[src/rtl/rom_access_arbiter.sv]
// rtl/rom_access_arbiter.sv - shares the ROM array between CPU reads and HPS download writes
//
// Purpose: owns the single ROM address / write-enable / read-enable bus. CPU reads
// stall through CPU_RDYn. HPS ioctl download writes go through a one-entry buffer
// and have priority whenever the FSM is idle.
//
// Ports:
//   CLKSYS, RESET                       clock, asynchronous active-high reset
//   CPU_REQ/CPU_SEL/CPU_ADDR            CPU read request, ROM select (3 = none), address
//   CPU_DATA/CPU_RDYn                   read data, active-low ready
//   DL_ACTIVE/DL_INDEX/DL_WR            download window, target ROM, byte strobe
//   DL_ADDR/DL_DATA                     download address and byte
//   DL_WAIT/DL_OVF/DL_COUNT             buffer full, sticky lost-write flag, committed bytes
//   ROM_ADDR/ROM_WDATA/ROM_WE/ROM_RE    shared ROM bus (WE/RE one-hot per ROM)
//   ROM_Q0..ROM_Q2                      ROM read data
module rom_access_arbiter #(
    parameter int ADDR_W  = 15,
    parameter int RD_LAT  = 1,
    parameter int BOOT_AW = 9
) (
    input  logic              CLKSYS,
    input  logic              RESET,
    input  logic              CPU_REQ,
    input  logic [1:0]        CPU_SEL,
    input  logic [ADDR_W-1:0] CPU_ADDR,
    output logic [7:0]        CPU_DATA,
    output logic              CPU_RDYn,
    input  logic              DL_ACTIVE,
    input  logic [1:0]        DL_INDEX,
    input  logic              DL_WR,
    input  logic [ADDR_W-1:0] DL_ADDR,
    input  logic [7:0]        DL_DATA,
    output logic              DL_WAIT,
    output logic              DL_OVF,
    output logic [ADDR_W:0]   DL_COUNT,
    output logic [ADDR_W-1:0] ROM_ADDR,
    output logic [7:0]        ROM_WDATA,
    output logic [2:0]        ROM_WE,
    output logic [2:0]        ROM_RE,
    input  logic [7:0]        ROM_Q0,
    input  logic [7:0]        ROM_Q1,
    input  logic [7:0]        ROM_Q2
);

    typedef enum logic [2:0] {S_IDLE, S_RD, S_RDWAIT, S_RDDONE, S_WR} state_t;

    localparam logic [1:0]        LAT_INIT  = 2'(RD_LAT - 1);
    localparam logic [ADDR_W-1:0] BOOT_MASK = {{(ADDR_W-BOOT_AW){1'b0}}, {BOOT_AW{1'b1}}};

    state_t            state_q, state_d;
    logic [1:0]        cnt_q, cnt_d;
    logic [1:0]        rd_sel_q, rd_sel_d;
    logic [7:0]        cpu_data_q, cpu_data_d;
    logic              cpu_rdyn_q, cpu_rdyn_d;
    logic [ADDR_W-1:0] rom_addr_q, rom_addr_d;
    logic [7:0]        rom_wdata_q, rom_wdata_d;
    logic [2:0]        rom_we_q, rom_we_d;
    logic [2:0]        rom_re_q, rom_re_d;
    logic              buf_full_q, buf_full_d;
    logic [ADDR_W-1:0] buf_addr_q, buf_addr_d;
    logic [7:0]        buf_data_q, buf_data_d;
    logic [1:0]        buf_idx_q, buf_idx_d;
    logic              dl_ovf_q, dl_ovf_d;
    logic [ADDR_W:0]   dl_count_q, dl_count_d;
    logic              dl_active_q, dl_active_d;

    logic freeing;
    logic dl_wr_eff;
    logic dl_rise;

    // Index 3 decodes to no enable, which both blocks unmapped writes and reads.
    function automatic logic [2:0] onehot(input logic [1:0] sel);
        case (sel)
            2'd0:    onehot = 3'b001;
            2'd1:    onehot = 3'b010;
            2'd2:    onehot = 3'b100;
            default: onehot = 3'b000;
        endcase
    endfunction

    always_comb begin
        state_d     = state_q;
        cnt_d       = cnt_q;
        rd_sel_d    = rd_sel_q;
        cpu_data_d  = cpu_data_q;
        cpu_rdyn_d  = cpu_rdyn_q;
        rom_addr_d  = rom_addr_q;
        rom_wdata_d = rom_wdata_q;
        rom_we_d    = rom_we_q;
        rom_re_d    = rom_re_q;
        buf_full_d  = buf_full_q;
        buf_addr_d  = buf_addr_q;
        buf_data_d  = buf_data_q;
        buf_idx_d   = buf_idx_q;
        dl_ovf_d    = dl_ovf_q;
        dl_count_d  = dl_count_q;
        dl_active_d = DL_ACTIVE;

        freeing   = (state_q == S_WR);
        dl_wr_eff = DL_WR & DL_ACTIVE;
        dl_rise   = DL_ACTIVE & ~dl_active_q;

        case (state_q)
            S_IDLE: begin
                if (buf_full_q) begin
                    state_d     = S_WR;
                    rom_we_d    = onehot(buf_idx_q);
                    rom_addr_d  = buf_addr_q;
                    rom_wdata_d = buf_data_q;
                end else if (CPU_REQ && !DL_ACTIVE) begin
                    if (CPU_SEL == 2'd3) begin
                        // Unmapped: ready is asserted by RDDONE on the following cycle.
                        state_d    = S_RDDONE;
                        cpu_data_d = 8'hFF;
                    end else begin
                        state_d    = S_RD;
                        rd_sel_d   = CPU_SEL;
                        rom_re_d   = onehot(CPU_SEL);
                        rom_addr_d = (CPU_SEL == 2'd0) ? CPU_ADDR : (CPU_ADDR & BOOT_MASK);
                    end
                end
            end
            S_RD: begin
                state_d = S_RDWAIT;
                cnt_d   = LAT_INIT;
            end
            S_RDWAIT: begin
                if (cnt_q == 2'd0) begin
                    case (rd_sel_q)
                        2'd0:    cpu_data_d = ROM_Q0;
                        2'd1:    cpu_data_d = ROM_Q1;
                        default: cpu_data_d = ROM_Q2;
                    endcase
                    rom_re_d   = 3'b000;
                    cpu_rdyn_d = 1'b0;
                    state_d    = S_RDDONE;
                end else begin
                    cnt_d = cnt_q - 2'd1;
                end
            end
            S_RDDONE: begin
                if (!CPU_REQ) begin
                    cpu_rdyn_d = 1'b1;
                    state_d    = S_IDLE;
                end else begin
                    cpu_rdyn_d = 1'b0;
                end
            end
            S_WR: begin
                rom_we_d   = 3'b000;
                buf_full_d = 1'b0;
                if (dl_count_q != '1) begin
                    dl_count_d = dl_count_q + (ADDR_W+1)'(1);
                end
                state_d = S_IDLE;
            end
            default: state_d = S_IDLE;
        endcase

        // A strobe landing in the cycle the buffer drains refills it instead of being lost.
        if (dl_wr_eff) begin
            if (!buf_full_q || freeing) begin
                buf_full_d = 1'b1;
                buf_addr_d = DL_ADDR;
                buf_data_d = DL_DATA;
                buf_idx_d  = DL_INDEX;
            end else begin
                dl_ovf_d = 1'b1;
            end
        end

        if (dl_rise) begin
            dl_count_d = '0;
            dl_ovf_d   = 1'b0;
        end
    end

    always_ff @(posedge CLKSYS or posedge RESET) begin
        if (RESET) begin
            state_q     <= S_IDLE;
            cnt_q       <= 2'd0;
            rd_sel_q    <= 2'd0;
            cpu_data_q  <= 8'h00;
            cpu_rdyn_q  <= 1'b1;
            rom_addr_q  <= '0;
            rom_wdata_q <= 8'h00;
            rom_we_q    <= 3'b000;
            rom_re_q    <= 3'b000;
            buf_full_q  <= 1'b0;
            buf_addr_q  <= '0;
            buf_data_q  <= 8'h00;
            buf_idx_q   <= 2'd0;
            dl_ovf_q    <= 1'b0;
            dl_count_q  <= '0;
            dl_active_q <= 1'b0;
        end else begin
            state_q     <= state_d;
            cnt_q       <= cnt_d;
            rd_sel_q    <= rd_sel_d;
            cpu_data_q  <= cpu_data_d;
            cpu_rdyn_q  <= cpu_rdyn_d;
            rom_addr_q  <= rom_addr_d;
            rom_wdata_q <= rom_wdata_d;
            rom_we_q    <= rom_we_d;
            rom_re_q    <= rom_re_d;
            buf_full_q  <= buf_full_d;
            buf_addr_q  <= buf_addr_d;
            buf_data_q  <= buf_data_d;
            buf_idx_q   <= buf_idx_d;
            dl_ovf_q    <= dl_ovf_d;
            dl_count_q  <= dl_count_d;
            dl_active_q <= dl_active_d;
        end
    end

    assign CPU_DATA  = cpu_data_q;
    assign CPU_RDYn  = cpu_rdyn_q;
    assign ROM_ADDR  = rom_addr_q;
    assign ROM_WDATA = rom_wdata_q;
    assign ROM_WE    = rom_we_q;
    assign ROM_RE    = rom_re_q;
    assign DL_OVF    = dl_ovf_q;
    assign DL_COUNT  = dl_count_q;
    // The draining cycle accepts a new byte, so it does not ask the HPS to wait.
    assign DL_WAIT   = buf_full_q & ~freeing;

endmodule

[config.mk]
export PLATFORM = sky130hd
export DESIGN_NAME = rom_access_arbiter
export DESIGN_NICKNAME = d
export VERILOG_FILES = /design/src/rtl/rom_access_arbiter.sv
export SDC_FILE = /design/constraint.sdc
export NUM_CORES = 1
export LEC_CHECK = 0
export BUFFER_PORTS_ARGS = -buffer_cell sky130_fd_sc_hd__buf_2
export CAP_MARGIN = 20
export CORE_UTILIZATION = 30
export DETAILED_ROUTE_END_ITERATION = 12
export PLACE_DENSITY_LB_ADDON = 0.05
export SYNTH_ARGS = -nofsm -noshare
export SYNTH_HDL_FRONTEND = slang
export SYNTH_SLANG_ARGS = --single-unit
[constraint.sdc]
create_clock -name CLKSYS -period 3.7 [get_ports CLKSYS]
set_input_delay 0.555 -clock CLKSYS [delete_from_list [all_inputs] [get_ports CLKSYS]]
set_output_delay 0.555 -clock CLKSYS [all_outputs]
set_load 0.01 [all_outputs]
=== Word level (Yosys, flattened, before mapping) ===
Index checks and enable logic that the tools add are counted.

* Register bits: 89
* Input port bits: 71
* Output and inout bits: 56
* Word-level logic and storage cells: 115

* Add/subtract/negate cells: 2
* Equality and inequality tests: 22
* Mux-type cells: 39
* Bitwise operators: 7
* Reduce and logical (&&, ||, !) cells: 29

{| class="wikitable"
|+ Operator list
! kind !! number
|-
| 2-to-1 mux 15 bit || 4
|-
| 2-to-1 mux 16 bit || 3
|-
| 2-to-1 mux 8 bit || 4
|-
| one-hot mux 8 bit (2 select lines) || 2
|-
| 2-to-1 mux 3 bit || 9
|-
| inequality test 2 bit, second input constant || 10
|-
| one-hot mux 3 bit (3 select lines) || 2
|-
| adder 16 x 1 -> 16 bit, second input constant || 1
|-
| inequality test 16 bit, second input constant || 1
|-
| nonzero test 2 bit || 8
|-
| AND reduction 2 bit || 7
|-
| one-hot mux 3 bit (2 select lines) || 2
|-
| one-hot mux 3 bit (4 select lines) || 1
|-
| AND reduction 5 bit || 2
|-
| zero test 2 bit || 4
|-
| 2-to-1 mux 1 bit || 8
|-
| equality test 2 x 1 -> 1 bit, second input constant || 3
|-
| equality test 2 bit, second input constant || 3
|-
| equality test 3 x 2 -> 1 bit, second input constant || 2
|-
| AND reduction 3 bit || 2
|-
| 2-to-1 mux 2 bit || 2
|-
| NOT 1 bit || 4
|-
| one-hot mux 2 bit (2 select lines) || 1
|-
| AND reduction 4 bit || 1
|-
| 10 further kinds || 13
|}

=== Longest topological paths before layout ===
Gate-level depths: netlist (run 1).

* Word-level depth: 6
* Depth in mapped cells: 7
* Depth with buffers taken out: 6

=== Least setup slack after synthesis (run 1) ===
No wires, ideal clock.

* Kind: input-to-reg
* Start point: in CPU_REQ
* End point: reg rom_addr_q[0], in the netlist ROM_ADDR[0]
* Arrival: 1.841 ns
* Data required time: 3.575 ns
* Slack: 1.735 ns
* Stages on the path: 5
* Buffers on the path: 1
* Cells stage by stage: nor2b_1 > a21oi_1 > nor4_2 > buf_4 > mux2_2

* Word-level cells in the longest chain between the ends: 3

{| class="wikitable"
|+ Ends and longest elaborated chain
! what !! line !! text
|-
| start: declaration || 23 || <nowiki>input logic CPU_REQ,</nowiki>
|-
| logical AND 1 bit || 110 || <nowiki>end else if (CPU_REQ && !DL_ACTIVE) begin</nowiki>
|-
| nonzero test 2 bit (no line) || n/a ||
|-
| AND reduction 3 bit (no line) || n/a ||
|-
| end signal: assignment || 202 || <nowiki>rom_addr_q <= rom_addr_d;</nowiki>
|-
| end: declaration || 55 || <nowiki>logic [ADDR_W-1:0] rom_addr_q, rom_addr_d;</nowiki>
|}

Every way passes these cells.
A chain may end at the register's enable or synchronous reset.

=== Final worst setup path (run 1) ===
* Start point: reg state_q[2]
* End point: out DL_WAIT

* Word-level cells in the longest chain between the ends: 3

{| class="wikitable"
|+ Ends and longest elaborated chain
! what !! line !! text
|-
| start: declaration || 50 || <nowiki>state_t state_q, state_d;</nowiki>
|-
| start signal: assignment || 197 || <nowiki>state_q <= state_d;</nowiki>
|-
| equality test 3 bit || 99 || <nowiki>freeing = (state_q == S_WR);</nowiki>
|-
| NOT 1 bit || 225 || <nowiki>assign DL_WAIT = buf_full_q & ~freeing;</nowiki>
|-
| bitwise AND 1 bit || 225 ||
|-
| end: declaration || 33 || <nowiki>output logic DL_WAIT,</nowiki>
|}

Every way passes these cells.

==> impl_metrics.ini, run 1 <==
[cts]
tritoncts = done
hold_buffers = 0
htree_levels = 3
cts_sinks = 89
post_cts_resized = 0
clk_latency_ps = 340
path_clk_slew_ps = 60
cts_setup_buffers = 0
ctsLongestPathBuffers = 2
clockRootBuffer = clkbuf_16
cts_buffers = 9

[synth]
synth_fa_ha_area_share_pct = 0.593
synthSimpleGateAreaFrac_pct = 13.2
seq_area_frac_synth_pct = 52.8
synthTopCellsByArea = dfrtp_1 52%, mux2_2 12%, mux2_1 5.3%, a21oi_1 2.6%, mux2i_1 2.6%
netlist_instances = 349
synth_enable_flop_cells = 0
synth-async-reset-ratio_pct = 100
synth_top_family_by_area = multiplexers
synth_top_area_share_pct = 52.1
avgSynthCellArea_sq_um = 12.1
netlist_area_sq_um = 4220
synth_compound_area_share_pct = 10.5
syn_nets = 422
ys_ff_latch = 89
synth_top_area_cell = dfrtp_1
synth_flop_cell = dfrtp_1
ys_types = 53
synth.mux.area_fraction_pct = 19.9
yosysWarnings = 0
synth-xor-area-share_pct = 0

[placement]
dp.cells = 637
numPortBuffers = 126
hpwl_um = 7110
dpl_cell_area_sq_um = 5010
place_congestion = 0.725

[run]
maxCapViolCount = 0

[cells_and_area]
stdcell_area_sq_um = 5300
mostFrequentLayoutCell = buf_2
antennaDiodeCount = 0
final_cells = 651
final_cell_mix = 126 x buf_2, 88 x dfrtp_1, 45 x mux2_2
drive_above_1_share_pct = 42.5
syn2layout_area_growth_pct = 25.5
final_nets = 545

[setup_path]
path_class = register to output port
rr_startpoint = buf_full_q
crit_arrival_ps = 1890
reg2regPathDepth = 3
reg2reg_setup_slack_ps = 1340
crit_slowest_cell = dfrtp_1
worstPathMaxFanout = 14
timing.rr.end = ROM_ADDR[8]
start_kind = register
required_ps = 3140
worst_setup_path_end_kind = output port
cpPeakStageDelay_ps = 620
critical_path.cell_chain = or3b_1 > and2_4 > buf_2

[power_and_ir_drop]
power_density_nw_per_um2 = 735
p_leak_nw = 2.44
peakVddDrop_mv = 0.347

[timing]
final.setup.tns_ps = 0
max_freq_mhz = 409
hold_viol = 0
period_needed_ps = 2450
slew_violations = 0
clock_skew_ps = 5.10
grt_setup_unrepaired = no
period_share_pct = 66.1
max-slew-margin-rel_pct = 33.3
setup_viol = 0
tightest_slew_ps = 999

[drt]
drt-pass1-iter-count = 4
viasPerCell = 4.86
drtIter0Drc = 153
wire_per_inst_um = 15.6
via_count = 3161
drt_drc_violations_left = 0
final_antenna_net_count = 0
wl_um = 10100

[global_route]
grt_max_degree = 34
antenna_found_initial = 0
grt_overflow = 0
grt_pass1_vias = 3200
grtUsageMet3_pct = 5.33
grt_pass1_wl_um = 16400
use_met1_pct = 18.1
grt.busiest_layer = met2
grt_usage_pct = 14.8
grtUsageMet2_pct = 24.4

[outcome]
status = finished clean

[floorplan]
start_util_pct = 31.3
die_width_um = 121
rows = 42
chipHeight_um = 121
ios = 127
die_area_sq_um = 14600
core_sq_um = 13500

[hold_path]
hold_class = input port to asynchronous set/reset pin
-- critical path: cells and delay by family, from the launching register on --
family                 cells  cell delay (ps)
AND/OR/NAND/NOR            2              770
flip-flops                 1              620
buffers and inverters      1              150
-- worst max-delay path by stage --
stage,startpoint,endpoint,slack [ps],depth (start not counted)
6_report,state_q[2],DL_WAIT,1250,3
3_5_place_dp,DL_ACTIVE,ROM_ADDR[13],1250,5
4_1_cts,state_q[2],DL_WAIT,1230,3
3_3_place_gp,DL_ACTIVE,ROM_ADDR[6],1260,5
2_1_floorplan,RESET,CPU_DATA[0],840,1
5_1_grt,buf_full_q,ROM_ADDR[12],1110,3
-- metrics by stage --
| stage | util [%] | worst slack (ps) | hold WS, ps | power, mW |
|---|---|---|---|---|
| floorplan | - | 840 | 452 | 2.59 |
| global placement | 37.1 | 1260 | 462 | 3.03 |
| finish | 39.2 | 1250 | 245 | 3.89 |
| global route | 39.2 | 1110 | 274 | 4.19 |
| CTS | 39.2 | 1230 | 255 | 3.98 |
| detailed placement | 37.1 | 1250 | 468 | 3.06 |
-- Yosys cell counts (2+ instances only) --
cell      instances
nand2_1          16
nor4_1            2
or4b_1            2
ha_1              2
inv_1             8
mux2_2           45
buf_1             2
dfrtp_1          88
nand4_1           3
mux2i_1          11
nor3_1            3
nor2_1           17
nand3_1          10
nand2b_1          8
a21o_1            3
buf_6             3
a22o_1            8
a31o_2            2
mux2_1           20
buf_2             5
nor4_2            3
a21oi_1          22
nor3b_1           3
o211ai_1          3
or4_1             7
o41ai_1           6
clkbuf_1          7
o21ai_0           7
o31ai_1           7
nor2b_1           3
-- flip-flops by register name (all words and copies together) (netlist names) --
register     flops
buf_idx_q        2
cnt_q            2
ROM_WE           3
ROM_RE           3
buf_full_q       1
buf_addr_q      15
CPU_RDYn         1
DL_COUNT        16
DL_OVF           1
ROM_WDATA        8
state_q          3
rd_sel_q         2
ROM_ADDR        15
CPU_DATA         8
dl_active_q      1
buf_data_q       8
-- where the power goes --
group          switching, mW  internal [mW]  leakage, nW
sequential             0.280           1.35         1.10
clock                  0.368          0.530        0.144
combinational          0.619          0.746         1.19
-- per-layer routing --
layer | part of all wire (%) | wire, um
met3 | 6.3 | 633
met5 | 0 | 0
met1 | 44 | 4480
met4 | 1.1 | 108
met2 | 48 | 4900
-- cell families after synthesis --
group | count (synthesis)
AND/OR/NAND/NOR | 91
adder cells (fa/ha/maj) | 2
AO/OA/AOI/OAI | 65
flip-flops | 89
buffers and inverters | 26
multiplexers | 76
-- layout make-up --
class                   instances  area (sq um)
repair buffers                130           661
clock inverters                 4          45.0
flip-flops and latches         89          2230
multi-input cells             234          1870
clock buffers                  10           239
fillers                      1364          8210
inverters                       8          31.3
well taps                     176           220
Note: power is estimated with default switching activity, not from simulation.
==> run 2: changes to the inputs <==
--- a/config.mk
+++ b/config.mk
@@ -5,6 +5,7 @@
 export SDC_FILE = /design/constraint.sdc
 export NUM_CORES = 1
 export LEC_CHECK = 0
+export ABC_AREA = 1
 export BUFFER_PORTS_ARGS = -buffer_cell sky130_fd_sc_hd__buf_2
 export CAP_MARGIN = 20
 export CORE_UTILIZATION = 30
==> constraint.sdc (replaced) <==
create_clock -name CLKSYS -period 2.34 [get_ports CLKSYS]
set_input_delay 0.351 -clock CLKSYS [delete_from_list [all_inputs] [get_ports CLKSYS]]
set_output_delay 0.351 -clock CLKSYS [all_outputs]
set_load 0.01 [all_outputs]
==> run 2 against run 1 <==
Critical path type unchanged. Synthesized cell count increased by 50%. Non-clock buffer count increased by 1. First-iteration DRC count increased by 15%. Global-route usage increased by 0.73 points. Highest routed layer unchanged.
==> impl_metrics.ini, run 2 <==
[outcome]
status = finished clean

[setup_path]
cp_top_family = simple AND/OR/NAND/NOR gates
required_ps = 1990
crit_slowest_cell = dfrtp_1
timing.rr.end = ROM_ADDR[13]
critical_path.cell_chain = nor2_2 > nand2_1 > nand2_2 > inv_1 > buf_2
path_class = register to output port
reg2regPathDepth = 8
worstPathMaxFanout = 4
start_kind = register
rr_startpoint = buf_full_q
worst_setup_path_end_kind = output port
cpPeakStageDelay_ps = 410
crit_arrival_ps = 1360
path_buf_inv = 2
reg2reg_setup_slack_ps = 640

[timing]
slew_violations = 0
hold_viol = 0
period_share_pct = 72.9
fin_ws_ps = 633
period_needed_ps = 1710
tightest_slew_ps = 606
final.setup.tns_ps = 0
max_freq_mhz = 586
max-slew-margin-rel_pct = 59.4
setup_viol = 0
hold-worst-slack_ps = 135
clock_skew_ps = 5.86
grt_setup_unrepaired = no

[floorplan]
start_util_pct = 31.0
chipHeight_um = 123
die_area_sq_um = 15000
die_width_um = 123
core_sq_um = 14000
ios = 127
rows = 43

[placement]
dp_slack_ps = 600
hpwl_um = 7660
dp.cells = 816
place_congestion = 0.741
dpl_cell_area_sq_um = 5150
numPortBuffers = 126

[power_and_ir_drop]
power_density_nw_per_um2 = 1180
p_total_mw = 6.38
peakVddDrop_mv = 0.582
p_leak_nw = 2.76

[synth]
avgSynthCellArea_sq_um = 8.35
synth_flop_cell = dfrtp_1
synth_top_area_cell = dfrtp_1
yosysWarnings = 0
ys_types = 36
netlist_area_sq_um = 4360
ys_ff_latch = 89
synth-async-reset-ratio_pct = 100
synth_top_area_share_pct = 50.5
synth.most_common_cell = nand2_1
synthTopCellsByArea = dfrtp_1 51%, nand2_1 14%, o21ai_0 5.4%, inv_1 4.1%, nand3_1 3.9%
syn_nets = 595
synth_enable_flop_cells = 0
netlist_instances = 522
seq_area_frac_synth_pct = 51.1
synth_common_cells = 162 x nand2_1, 88 x dfrtp_1, 48 x inv_1, 47 x o21ai_0, 40 x nor2_1

[global_route]
grt_pass1_vias = 3600
antenna_found_initial = 0
grt_max_degree = 90
grt_usage_pct = 15.5
grt_overflow = 0
grt_pass1_wl_um = 17800

[cts]
clockRootBuffer = clkbuf_16
htree_levels = 3
cts_buffers = 9
post_cts_resized = 0
ctsLongestPathBuffers = 2
tritoncts = done
clk_latency_ps = 350
hold_buffers = 0
path_clk_slew_ps = 70
cts_sinks = 89
cts_setup_buffers = 0

[drt]
final_antenna_net_count = 0
wl_um = 10900
drtIter0Drc = 176
drt-met1-wl_um = 5100
wl_met2_um = 4950
met3_length_um = 762
viasPerCell = 4.47
drt-pass1-iter-count = 4
via_count = 3716
top_layer_used = met4
drt_drc_violations_left = 0
wire_per_inst_um = 13.1

[cells_and_area]
fin_util_pct = 38.6
final_cell_mix = 162 x nand2_1, 126 x buf_2, 88 x dfrtp_1
largest_reg_flops = 16
stdcell_area_sq_um = 5420
fillCellCount = 1492
drive_above_1_share_pct = 29.1
antennaDiodeCount = 0
final_cells = 832
final_nets = 720
mostFrequentLayoutCell = nand2_1
syn2layout_area_growth_pct = 24.4

[hold_path]
hold_class = input port to asynchronous set/reset pin

[run]
maxCapViolCount = 0
run 2: cell count changes in the layout (fill, tap and decap cells not counted), moves of 8 or more:
cell	before	now
a21oi_2	0	10
mux2_2	45	8
mux2_1	20	0
nand2b_1	8	0
nor2_1	17	40
mux2i_1	11	0
nand2_1	16	162
a22o_1	8	0
inv_1	7	47
o21ai_0	7	47
nand3_1	10	34
run 2: worst max-delay path by stage:
stage,start,end,slack (ps),depth (start not counted)
2_1_floorplan,DL_COUNT[1],DL_COUNT[4],890,9
3_3_place_gp,state_q[0],buf_addr_q[4],650,5
3_5_place_dp,buf_full_q,ROM_ADDR[13],600,8
4_1_cts,state_q[0],DL_WAIT,600,5
5_1_grt,buf_full_q,ROM_ADDR[8],410,8
6_report,state_q[0],DL_WAIT,630,5
run 2: final cells by class:
class,instances,area (sq um),area share [%]
flip-flops and latches,89,2230,41.1
multi-input cells,364,1810,33.5
repair buffers,131,681,12.6
clock buffers,10,229,4.22
well taps,180,225,4.16
inverters,52,199,3.67
clock inverters,6,43.8,0.808
run 2: per-layer routing:
| metal | global-route usage, % | up-vias |
|---|---|---|
| met5 | 0 | - |
| met4 | 4.57 | 0 |
| met3 | 5.30 | 8 |
| met2 | 24.2 | 102 |
| met1 | 20.3 | 1686 |
| li1 | - | 1920 |
run 2: power by group:
part | leakage [nW] | total (mW) | switching, mW | internal, mW
Clock | 0.121 | 1.37 | 0.643 | 0.722
Sequential | 1.08 | 2.55 | 0.384 | 2.17
Combinational | 1.55 | 2.46 | 1.49 | 0.977
Total | 2.76 | 6.38 | 2.52 | 3.87
run 2: kinds of logic after synthesis:
group,count (synthesis),share of synthesized area [%]
AOI/OAI and AO/OA,85,11.1
xor gates and xnor gates,5,1.01
adders and majority gates,2,0.574
buffers and inverters,69,7.21
DFF,89,51.1
muxes,13,3.79
and+or+nand+nor,259,25.2
run 2: worst reg2reg max path, cell delays in order, from the launching register on:
cell and delay (ps):
dfrtp_1 360, buf_4 190, inv_1 120, nor2_4 220, inv_2 160, o21ai_2 80
buf_4 290, nor2_1 70, a21oi_1 140
